**config.mk**
```make
export PLATFORM = sky130hd
export DESIGN_NAME = const_load_ctrl
export DESIGN_NICKNAME = d
export VERILOG_FILES = /design/src/rtl/const_load_pkg.sv /design/src/rtl/const_load_ctrl.sv
export SDC_FILE = /design/constraint.sdc
export NUM_CORES = 1
export LEC_CHECK = 0
export BUFFER_PORTS_ARGS = -buffer_cell sky130_fd_sc_hd__buf_4
export CORE_UTILIZATION = 35
export DETAILED_ROUTE_END_ITERATION = 12
export SETUP_SLACK_MARGIN = 0.4
export SYNTH_ARGS = -nofsm -noshare
export SYNTH_HDL_FRONTEND = slang
export SYNTH_SLANG_ARGS = --single-unit
```
**constraint.sdc**
```tcl
create_clock -name clk -period 2.55 [get_ports clk]
set_input_delay 0 -clock clk [delete_from_list [all_inputs] [get_ports clk]]
set_output_delay 0 -clock clk [all_outputs]
set_load 0.1 [all_outputs]
```
**src/rtl/const_load_pkg.sv**
```systemverilog
// Shared types and encodings for the load-constant controller:
// FSM states, request opcodes and constant-ALU format codes.
package const_load_pkg;

  typedef enum logic [2:0] {
    ST_IDLE,
    ST_READ,
    ST_EXEC_L,
    ST_EXEC_H,
    ST_EXEC_P,
    ST_WRITE
  } state_t;

  localparam logic [1:0] OP_LCL  = 2'b00;
  localparam logic [1:0] OP_LCH  = 2'b01;
  localparam logic [1:0] OP_PASS = 2'b10;
  localparam logic [1:0] OP_LD16 = 2'b11;

  localparam logic [1:0] FMT_NONE = 2'b00;
  localparam logic [1:0] FMT_PASS = 2'b01;
  localparam logic [1:0] FMT_BYTE = 2'b11;

endpackage

```
**src/rtl/const_load_ctrl.sv**
```systemverilog
// Sequences load-constant requests (byte low/high, pass, 16-bit load) through an
// external constant ALU and register file, producing exactly one write per request.
module const_load_ctrl
  import const_load_pkg::*;
#(
  parameter int bits_palavra = 16
) (
  input  logic                    clk,
  input  logic                    rst_n,
  input  logic                    req_valid,
  output logic                    req_ready,
  input  logic [1:0]              req_op,
  input  logic [2:0]              req_rd,
  input  logic [bits_palavra-1:0] req_const,
  output logic [2:0]              rf_rd_addr,
  input  logic [bits_palavra-1:0] rf_rd_data,
  output logic [bits_palavra-1:0] alu_dado,
  output logic [bits_palavra-1:0] alu_const,
  output logic [1:0]              alu_formato,
  output logic                    alu_r,
  input  logic [bits_palavra-1:0] alu_result,
  output logic                    rf_we,
  output logic [2:0]              rf_wr_addr,
  output logic [bits_palavra-1:0] rf_wr_data,
  output logic                    busy,
  output logic                    done
);

  state_t                  state, state_nx;
  logic [1:0]              op_q;
  logic [2:0]              rd_q;
  logic [bits_palavra-1:0] cst_q;
  logic [bits_palavra-1:0] operand;
  logic                    ready_en;
  logic                    accept;

  // ready_en keeps req_ready low until the first clock edge after reset release
  assign req_ready = ready_en && (state == ST_IDLE);
  assign busy      = (state != ST_IDLE);
  assign accept    = req_valid && req_ready;

  always_ff @(posedge clk or negedge rst_n) begin
    if (!rst_n) begin
      state    <= ST_IDLE;
      op_q     <= '0;
      rd_q     <= '0;
      cst_q    <= '0;
      operand  <= '0;
      ready_en <= 1'b0;
    end else begin
      state    <= state_nx;
      ready_en <= 1'b1;
      if (accept) begin
        op_q  <= req_op;
        rd_q  <= req_rd;
        cst_q <= req_const;
      end
      case (state)
        ST_READ:                           operand <= rf_rd_data;
        ST_EXEC_L, ST_EXEC_H, ST_EXEC_P:   operand <= alu_result;
        default:                           operand <= operand;
      endcase
    end
  end

  always_comb begin
    state_nx = state;
    case (state)
      ST_IDLE: begin
        if (accept) begin
          if (req_op == OP_PASS) state_nx = ST_EXEC_P;
          else                   state_nx = ST_READ;
        end
      end
      ST_READ:   state_nx = (op_q == OP_LCH) ? ST_EXEC_H : ST_EXEC_L;
      ST_EXEC_L: state_nx = (op_q == OP_LD16) ? ST_EXEC_H : ST_WRITE;
      ST_EXEC_H: state_nx = ST_WRITE;
      ST_EXEC_P: state_nx = ST_WRITE;
      ST_WRITE:  state_nx = ST_IDLE;
      default:   state_nx = ST_IDLE;
    endcase
  end

  // For LD16 the EXEC_H operand is the EXEC_L result already held in operand
  always_comb begin
    alu_formato = FMT_NONE;
    alu_r       = 1'b0;
    alu_const   = '0;
    alu_dado    = operand;
    rf_rd_addr  = '0;
    rf_we       = 1'b0;
    rf_wr_addr  = '0;
    rf_wr_data  = '0;
    done        = 1'b0;
    case (state)
      ST_READ: rf_rd_addr = rd_q;
      ST_EXEC_L: begin
        alu_formato = FMT_BYTE;
        alu_const   = {8'h00, cst_q[7:0]};
      end
      ST_EXEC_H: begin
        alu_formato = FMT_BYTE;
        alu_r       = 1'b1;
        alu_const   = {cst_q[15:8], 8'h00};
      end
      ST_EXEC_P: begin
        alu_formato = FMT_PASS;
        alu_const   = cst_q;
      end
      ST_WRITE: begin
        rf_we      = 1'b1;
        rf_wr_addr = rd_q;
        rf_wr_data = operand;
        done       = 1'b1;
      end
      default: ;
    endcase
  end

endmodule

```
After elaboration in Yosys (flattened, before gate mapping)
Cells that the tools add are included.

Register bits after elaboration: 41. Output and inout bits: 61. Word-level logic and storage cells: 36.

Eq/ne operators: 9. Mux-type cells: 13. Reductions and logical operators: 8.

Operators with widths (number): $pmux 16 s3 (1); $pmux 16 s2 (1); $mux 16 (1); $mux 3 (5); $pmux 3 s4 (1); $eq 3x2->1 const B (2); $eq 3x3->1 const B (2); $eq 2x2->1 const B (2); $pmux 2 s2 (1); $reduce_or 2->1 (2); $eq 3x1->1 const B (1); $logic_not 3->1 (1); $mux 1 (3); $reduce_bool 3->1 (1); $reduce_or 3->1 (1); $eq 2x1->1 const B (1); $logic_and 1x1->1 (2); $ne 2x2->1 const B (1); $reduce_bool 2->1 (1).

Depth between registers and ports, before layout
Gate-level depths: netlist (run 1).

Word-level depth: 5. Depth in mapped cells: 6.

Worst setup path before layout (run 1)
No wires, ideal clock.

Kind: register -> output. Start: register state[2]. End: output alu_const[10]. Arrival time: 3193 ps. Data required time: 2550 ps. Slack: -643 ps. Cell stages (with the launch flop): 5. Path buffers: 1. Cell sequence: dfrtp_1 buf_2 nor2b_1 a22o_1 and2_1.

Word-level cells in the longest chain between the ends: 2. Elaborated cells between the ends (all ways): 4.

Ends and longest elaborated chain: start: declaration (line const_load_ctrl.sv:29) `state_t state, state_nx;`; start signal: assignment (line const_load_ctrl.sv:51) `state <= state_nx;`; $eq 3x3->1 / $eq 3x2->1 (equally long branches) (line const_load_ctrl.sv:95) `case (state)`; $pmux 16 s3 * (line const_load_ctrl.sv:95); end: declaration (line const_load_ctrl.sv:18) `output logic [bits_palavra-1:0] alu_const,`.

Every way passes the cells marked *; elsewhere a longest branch is shown, timed or not.

Final worst setup path (run 1)
Start: register state[1]. End: output rf_wr_data[6].

Word-level cells in the longest chain between the ends: 2.

Ends and longest elaborated chain: $eq 3x3->1 (line const_load_ctrl.sv:95); $mux 16 (line const_load_ctrl.sv:95); end: declaration (line const_load_ctrl.sv:24) `output logic [bits_palavra-1:0] rf_wr_data,`.

Every way passes these cells.

==> flow_summary.ini, run 1 <==
[timing]
hold_viol_final = 0
period_needed_ps = 2035
timing.fmax_mhz = 491.5
finalCritPeriodShare_pct = 79.80
rsz0062_at_grt = no
final_max_slew_viol_count = 0
setup_viol = 0
timing.slew.headroom_pct = 63.85
hold_ws_ps = 21.29
fin_tns_setup_ps = 0
worst_slew_pin_slew_ps = 542.2
finalClockSkew_ps = 6.185

[clock_network]
cts.root.buffer_cell = sky130_fd_sc_hd__clkbuf_8
tritoncts = done
cts_sinks = 41
cts.reportedPaths.clkPinSlew_ps = 90
clockBufferDepth = 2
worstSkewPairLatency_ps = 300
htree_num_levels = 2
tritoncts.num_buffers = 5

[place]
place.port_buffers = 116
gpl.final_weighted_congestion = 0.7711
post-place-cells = 444
dp_hpwl_um = 4821

[worst_setup_path]
maximum_net_fanout_on_the_critical_path = 18
crit_path_end_kind = primary output
start_kind = flip-flop
required_ps = 2550
timing.critical_path.arrival_ps = 2030
criticalPathCategory = flip-flop to primary output

[synth]
ys_seq_elements = 41
synth.avg_cell_area_um2 = 10.24
ys_seq_area_share_pct = 40.71
synth.cell_area_um2 = 2520
post_syn_nets = 302
synthesis.yosys.warnings = 0
synth_cell_type_count = 34
synth.top_cell.area_share_pct = 40.71
yosysTopAreaCell = sky130_fd_sc_hd__dfrtp_1
synth.top_cells.by_area = sky130_fd_sc_hd__dfrtp_1 (41%), sky130_fd_sc_hd__and2_1 (13%), sky130_fd_sc_hd__mux2_4 (12%), sky130_fd_sc_hd__o21ai_0 (6.4%), sky130_fd_sc_hd__a221oi_1 (5.6%)
synthCells = 246

[grt]
vias_in_the_first_global_route = 2245
antenna_found_initial = 0
grt_first_pass_wirelength_um = 11290
largest_net_degree_at_the_start_of_global_routing = 42
grt_use_total_pct = 19.24
residual_overflow_from_global_routing = 0

[drt]
routed_via_density = 4.865
detail-route-antenna-nets = 0
average_wire_length_per_cell_after_detail_routing_um = 15.01
finalWirelength_um = 7115
vias = 2306
detailedRoute.firstIterationViolations = 88
detail_route.first_pass.iterations = 4
post-route-drc-count = 0

[floorplanning]
design.core.area_um2 = 6869
die_height_um = 86.85
die-width_um = 86.85
num_rows = 30
num_io_pins = 117
initial_core_util_pct = 36.68
fp.dieArea_um2 = 7543

[finish]
post_route_cells_drive_above_1_share_pct = 44.44
core_utilization_of_the_finished_layout_pct = 55.25
final_cell_count_no_fill = 474
area_growth_syn_to_layout_pct = 50.60
nets = 433
antennaDiodeCount = 0

[status]
status = completed

[worst_hold_path]
class_of_the_most_critical_hold_timing_path = input pin to flip-flop

[flow_run]
maxCapViolCount = 0
==> critical path, stage by stage, from the launching register on <==
cell	delay, ps
sky130_fd_sc_hd__dfrtp_2	490
sky130_fd_sc_hd__buf_4	230
sky130_fd_sc_hd__nand2b_1	220
sky130_fd_sc_hd__nor2_4	180
sky130_fd_sc_hd__buf_4	190
sky130_fd_sc_hd__and2_1	140
sky130_fd_sc_hd__buf_4	280
==> per-layer routing <==
layer  share of wire [%]  routed length (µm)  track usage, %  vias up
li1                    -                   -               -     1134
met1                  45                3190           24.99     1111
met2                  50                3562           33.29       55
met3                 4.0                 286           3.791        6
met4                 1.1                  76           3.788        0
met5                   0                   0               0        -
==> state kept, by name (all words and copies together) (netlist names) <==
register	flops
rd_q	3
state	3
ready_en	1
cst_q	16
op_q	2
alu_dado	16
==> final cells by class <==
cell class | instances | area (µm²)
clock buffer | 5 | 68.82
clock inverter | 3 | 46.29
fill | 629 | 3074
inverter | 2 | 7.507
multi-input combinational | 182 | 1376
sequential | 41 | 1028
tap | 96 | 120.1
timing repair buffer | 145 | 1147
==> placed cells by master, fill, tap and decap left out, types with 2 or more instances in the layout <==
cell type and count:
sky130_fd_sc_hd__a221oi_1 16, sky130_fd_sc_hd__dfrtp_2 2, sky130_fd_sc_hd__nand2_1 2, sky130_fd_sc_hd__a31oi_1 2, sky130_fd_sc_hd__or2b_1 2, sky130_fd_sc_hd__dlygate4sd3_1 22, sky130_fd_sc_hd__or2_2 2, sky130_fd_sc_hd__buf_4 122
sky130_fd_sc_hd__dfrtp_1 39, sky130_fd_sc_hd__nor2_1 4, sky130_fd_sc_hd__clkbuf_8 5, sky130_fd_sc_hd__and2_1 47, sky130_fd_sc_hd__and2_2 7, sky130_fd_sc_hd__mux2_4 20, sky130_fd_sc_hd__a211oi_1 16, sky130_fd_sc_hd__o21ai_0 32
sky130_fd_sc_hd__nand2b_1 16
==> synthesized netlist by cell type <==
master / n
sky130_fd_sc_hd__and2_1: 54
sky130_fd_sc_hd__dfrtp_1: 41
sky130_fd_sc_hd__o21ai_0: 32
sky130_fd_sc_hd__mux2_4: 20
sky130_fd_sc_hd__a211oi_1: 16
sky130_fd_sc_hd__a221oi_1: 16
sky130_fd_sc_hd__nand2b_1: 16
sky130_fd_sc_hd__clkbuf_1: 9
sky130_fd_sc_hd__buf_2: 6
sky130_fd_sc_hd__nor2_1: 5
sky130_fd_sc_hd__a31oi_1: 2
sky130_fd_sc_hd__buf_12: 2
sky130_fd_sc_hd__buf_4: 2
sky130_fd_sc_hd__nand2_1: 2
sky130_fd_sc_hd__nor2b_1: 2
sky130_fd_sc_hd__or2_2: 2
sky130_fd_sc_hd__or2b_1: 2
sky130_fd_sc_hd__a21o_1: 1
sky130_fd_sc_hd__a21oi_1: 1
sky130_fd_sc_hd__a22o_1: 1
sky130_fd_sc_hd__and3_1: 1
sky130_fd_sc_hd__and3b_1: 1
sky130_fd_sc_hd__buf_6: 1
sky130_fd_sc_hd__clkbuf_2: 1
sky130_fd_sc_hd__clkinv_1: 1
sky130_fd_sc_hd__conb_1: 1
sky130_fd_sc_hd__inv_1: 1
sky130_fd_sc_hd__mux2_2: 1
sky130_fd_sc_hd__nor2_8: 1
sky130_fd_sc_hd__o21a_1: 1
sky130_fd_sc_hd__o22ai_1: 1
sky130_fd_sc_hd__o2bb2ai_1: 1
sky130_fd_sc_hd__or3_4: 1
sky130_fd_sc_hd__xnor2_1: 1
==> final timing paths <==
check                      startpoint             to  slack, ps  depth (start not counted)
setup / recovery             state[1]  rf_wr_data[6]        520                          6
hold / removal              req_valid       state[0]         20                          3
setup reg to reg             state[0]       cst_q[0]        600                          3
hold reg to reg              cst_q[0]       cst_q[0]        510                          1
max in group asynchronous       rst_n       state[1]       1920                          2
min in group asynchronous       rst_n   alu_dado[15]        230                          2
==> logic make-up after synthesis <==
| group | count (synthesis) | synth area share [%] |
|---|---|---|
| buffers and inverters | 23 | 5.660 |
| DFF | 41 | 40.71 |
| xor gates and xnor gates | 1 | 0.3476 |
| AOI/OAI and AO/OA | 72 | 18.92 |
| and+or+nand+nor | 87 | 21.85 |
| muxes | 21 | 12.36 |
| other | 1 | 0.1488 |
==> stage by stage <==
stage,setup slack [ps],cell area (µm²)
final,515.2,3795
after global routing,411.5,3795
after CTS,442.2,3785
after detailed placement,601.9,3446
after global placement,624.9,3446
after floorplan,340.9,2537
==> what timing repair did <==
action,in CTS,in global routing
gates resized for setup,2,3
hold buffers,22,0
endpoints found under the hold margin,62,0
endpoints found under the setup margin,20,16
setup buffers,0,0
Power of run 1 is left out: the tool's default activity adds up to more than one toggle a clock period on the data nets, which glitch-free logic cannot reach.
==> inputs of run 2 (changes only) <==
--- a/config.mk
+++ b/config.mk
@@ -8,6 +8,7 @@
 export BUFFER_PORTS_ARGS = -buffer_cell sky130_fd_sc_hd__buf_4
 export CORE_UTILIZATION = 35
 export DETAILED_ROUTE_END_ITERATION = 12
+export PLACE_DENSITY = 0.65
 export SETUP_SLACK_MARGIN = 0.4
 export SYNTH_ARGS = -nofsm -noshare
 export SYNTH_HDL_FRONTEND = slang
==> constraint.sdc (replaced) <==
create_clock -name clk -period 1.8 [get_ports clk]
set_input_delay 0 -clock clk [delete_from_list [all_inputs] [get_ports clk]]
set_output_delay 0 -clock clk [all_outputs]
set_load 0.1 [all_outputs]
==> run 2 against run 1 <==
Sequential share of layout area down 5.7 points. Hold slack better by 1.2 ps. Critical path depth decreased by 2. Clock-buffer cell count unchanged. Non-clock buffer count increased by 23. Cell count grew 5.1%. Setup slack got worse by 360 ps. Routed wire length grew 20%. Die area is the same. Largest cell class is now buffers.
==> flow_summary.ini, run 2 (synthesized netlist as in run 1, its figures left out) <==
[place]
dp_hpwl_um = 4775
post-place-cells = 449
gpl.final_weighted_congestion = 0.7334
place.port_buffers = 116

[finish]
area_growth_syn_to_layout_pct = 94.24
layout_common_cells = sky130_fd_sc_hd__buf_4 (85), sky130_fd_sc_hd__buf_12 (47), sky130_fd_sc_hd__and2_4 (38)
mostFrequentLayoutCell = sky130_fd_sc_hd__buf_4
final_cell_count_no_fill = 498
nets = 457
post_route_cells_drive_above_1_share_pct = 65.17
antennaDiodeCount = 0

[worst_hold_path]
hold_start = rf_rd_data[5]
class_of_the_most_critical_hold_timing_path = input pin to flip-flop
hold_end = alu_dado[5]
hold-path-cell-count = 3

[worst_setup_path]
worst_path_largest_cell_delay_ps = 440
crit_slowest_cell = sky130_fd_sc_hd__dfrtp_2
r2r_setup_slack_ps = 160
cell_by_cell_trace_of_the_critical_path = or3_4 -> nor2_8 -> buf_8 -> mux2_4
r2r-start = state[2]
required_ps = 1980
timing.critical_path.arrival_ps = 1820
maximum_net_fanout_on_the_critical_path = 7
timing.reg2reg.worst_path_depth = 4
crit_path_end_kind = flip-flop
criticalPathCategory = flip-flop to flip-flop
crit-reg2reg-capture = cst_q[4]
critPathLaunch = state[2]
start_kind = flip-flop

[clock_network]
cts_sinks = 41
worstSkewPairLatency_ps = 300
cts.reportedPaths.clkPinSlew_ps = 90
clockBufferDepth = 2
cts.root.buffer_cell = sky130_fd_sc_hd__clkbuf_8
tritoncts = done
tritoncts.num_buffers = 5
htree_num_levels = 2

[timing]
worst_slew_pin_slew_ps = 539.7
rsz0062_at_grt = yes
period_needed_ps = 1642
finalCritPeriodShare_pct = 91.24
final_max_slew_viol_count = 0
finalClockSkew_ps = 8.501
setup_viol = 0
fin_tns_setup_ps = 0
timing.fmax_mhz = 608.9
timing.slew.headroom_pct = 64.02
hold_viol_final = 0

[grt]
largest_net_degree_at_the_start_of_global_routing = 42
grt_first_pass_wirelength_um = 13200
antenna_found_initial = 0
grt_use_total_pct = 22.64
vias_in_the_first_global_route = 2650
residual_overflow_from_global_routing = 0

[floorplanning]
initial_core_util_pct = 36.68
num_io_pins = 117
die_height_um = 86.85
fp.dieArea_um2 = 7543
design.core.area_um2 = 6869
die-width_um = 86.85
num_rows = 30

[drt]
post-route-drc-count = 0
detailedRoute.firstIterationViolations = 76
vias = 2547
finalWirelength_um = 8507
detail-route-antenna-nets = 0
routed_via_density = 5.114
average_wire_length_per_cell_after_detail_routing_um = 17.08
detail_route.first_pass.iterations = 4

[status]
status = completed

[flow_run]
maxCapViolCount = 0
==> run 2: cell types whose count changed in the layout (fill, tap and decap cells not counted), sizes merged <==
cell	previous run	this run
buf	123	143
inv	1	3
or2	2	3
clkinv	2	1
bufinv	1	0
bufbuf	0	2
clkbuf	5	6
==> run 2: per-stage QoR <==
step	worst slack (ps)	utilization, %	hold slack (ps)	area, µm²
floorplan	76.40	-	-295.6	2725
global placement	207.5	53.41	26.44	3669
detailed placement	147.2	53.41	29.00	3669
CTS	188.3	68.40	18.44	4698
global route	123.4	71.26	35.75	4895
finish	157.8	71.26	22.44	4895
==> run 2: worst max path at each step <==
stage,to,slack [ps]
floorplan,cst_q[10],80
global placement,cst_q[6],210
detailed placement,rf_wr_addr[2],150
CTS,rf_wr_data[15],190
global route,alu_const[10],120
finish,cst_q[4],160
==> run 2: per-layer routing <==
layer | part of all wire (%) | global-route usage (%) | vias up | wire length (µm)
met5 | 0 | 0 | - | 0
li1 | - | - | 1186 | -
met3 | 6.1 | 5.498 | 9 | 518
met1 | 41 | 26.78 | 1258 | 3492
met2 | 52 | 40.80 | 94 | 4432
met4 | 0.75 | 6.061 | 0 | 64
==> run 2: final cells by class <==
type                    count  area, µm²
clock buffers               5      68.82
clock inverters             3      21.27
fillers                   470       1974
inverters                   2      10.01
multi-input cells         183       1607
flip-flops and latches     41       1047
well taps                  96      120.1
repair buffers            168       2021
==> run 2: worst max-delay path, delay by kind of cell (launching register included) <==
family / cells / cell delay, ps
AND/OR/NAND/NOR: 2 / 610
multiplexers: 1 / 300
buffers and inverters: 1 / 170
flip-flops: 1 / 440
==> run 2: repair_timing <==
action,4_1_cts,5_1_grt
hold endpoints to repair,62,0
endpoints found under the setup margin,82,83
hold buffers,22,0
pin swaps,16,10
gates cloned,2,2
buffers inserted,8,7
resized for setup,151,40
Power of run 2 is left out for the same reason.
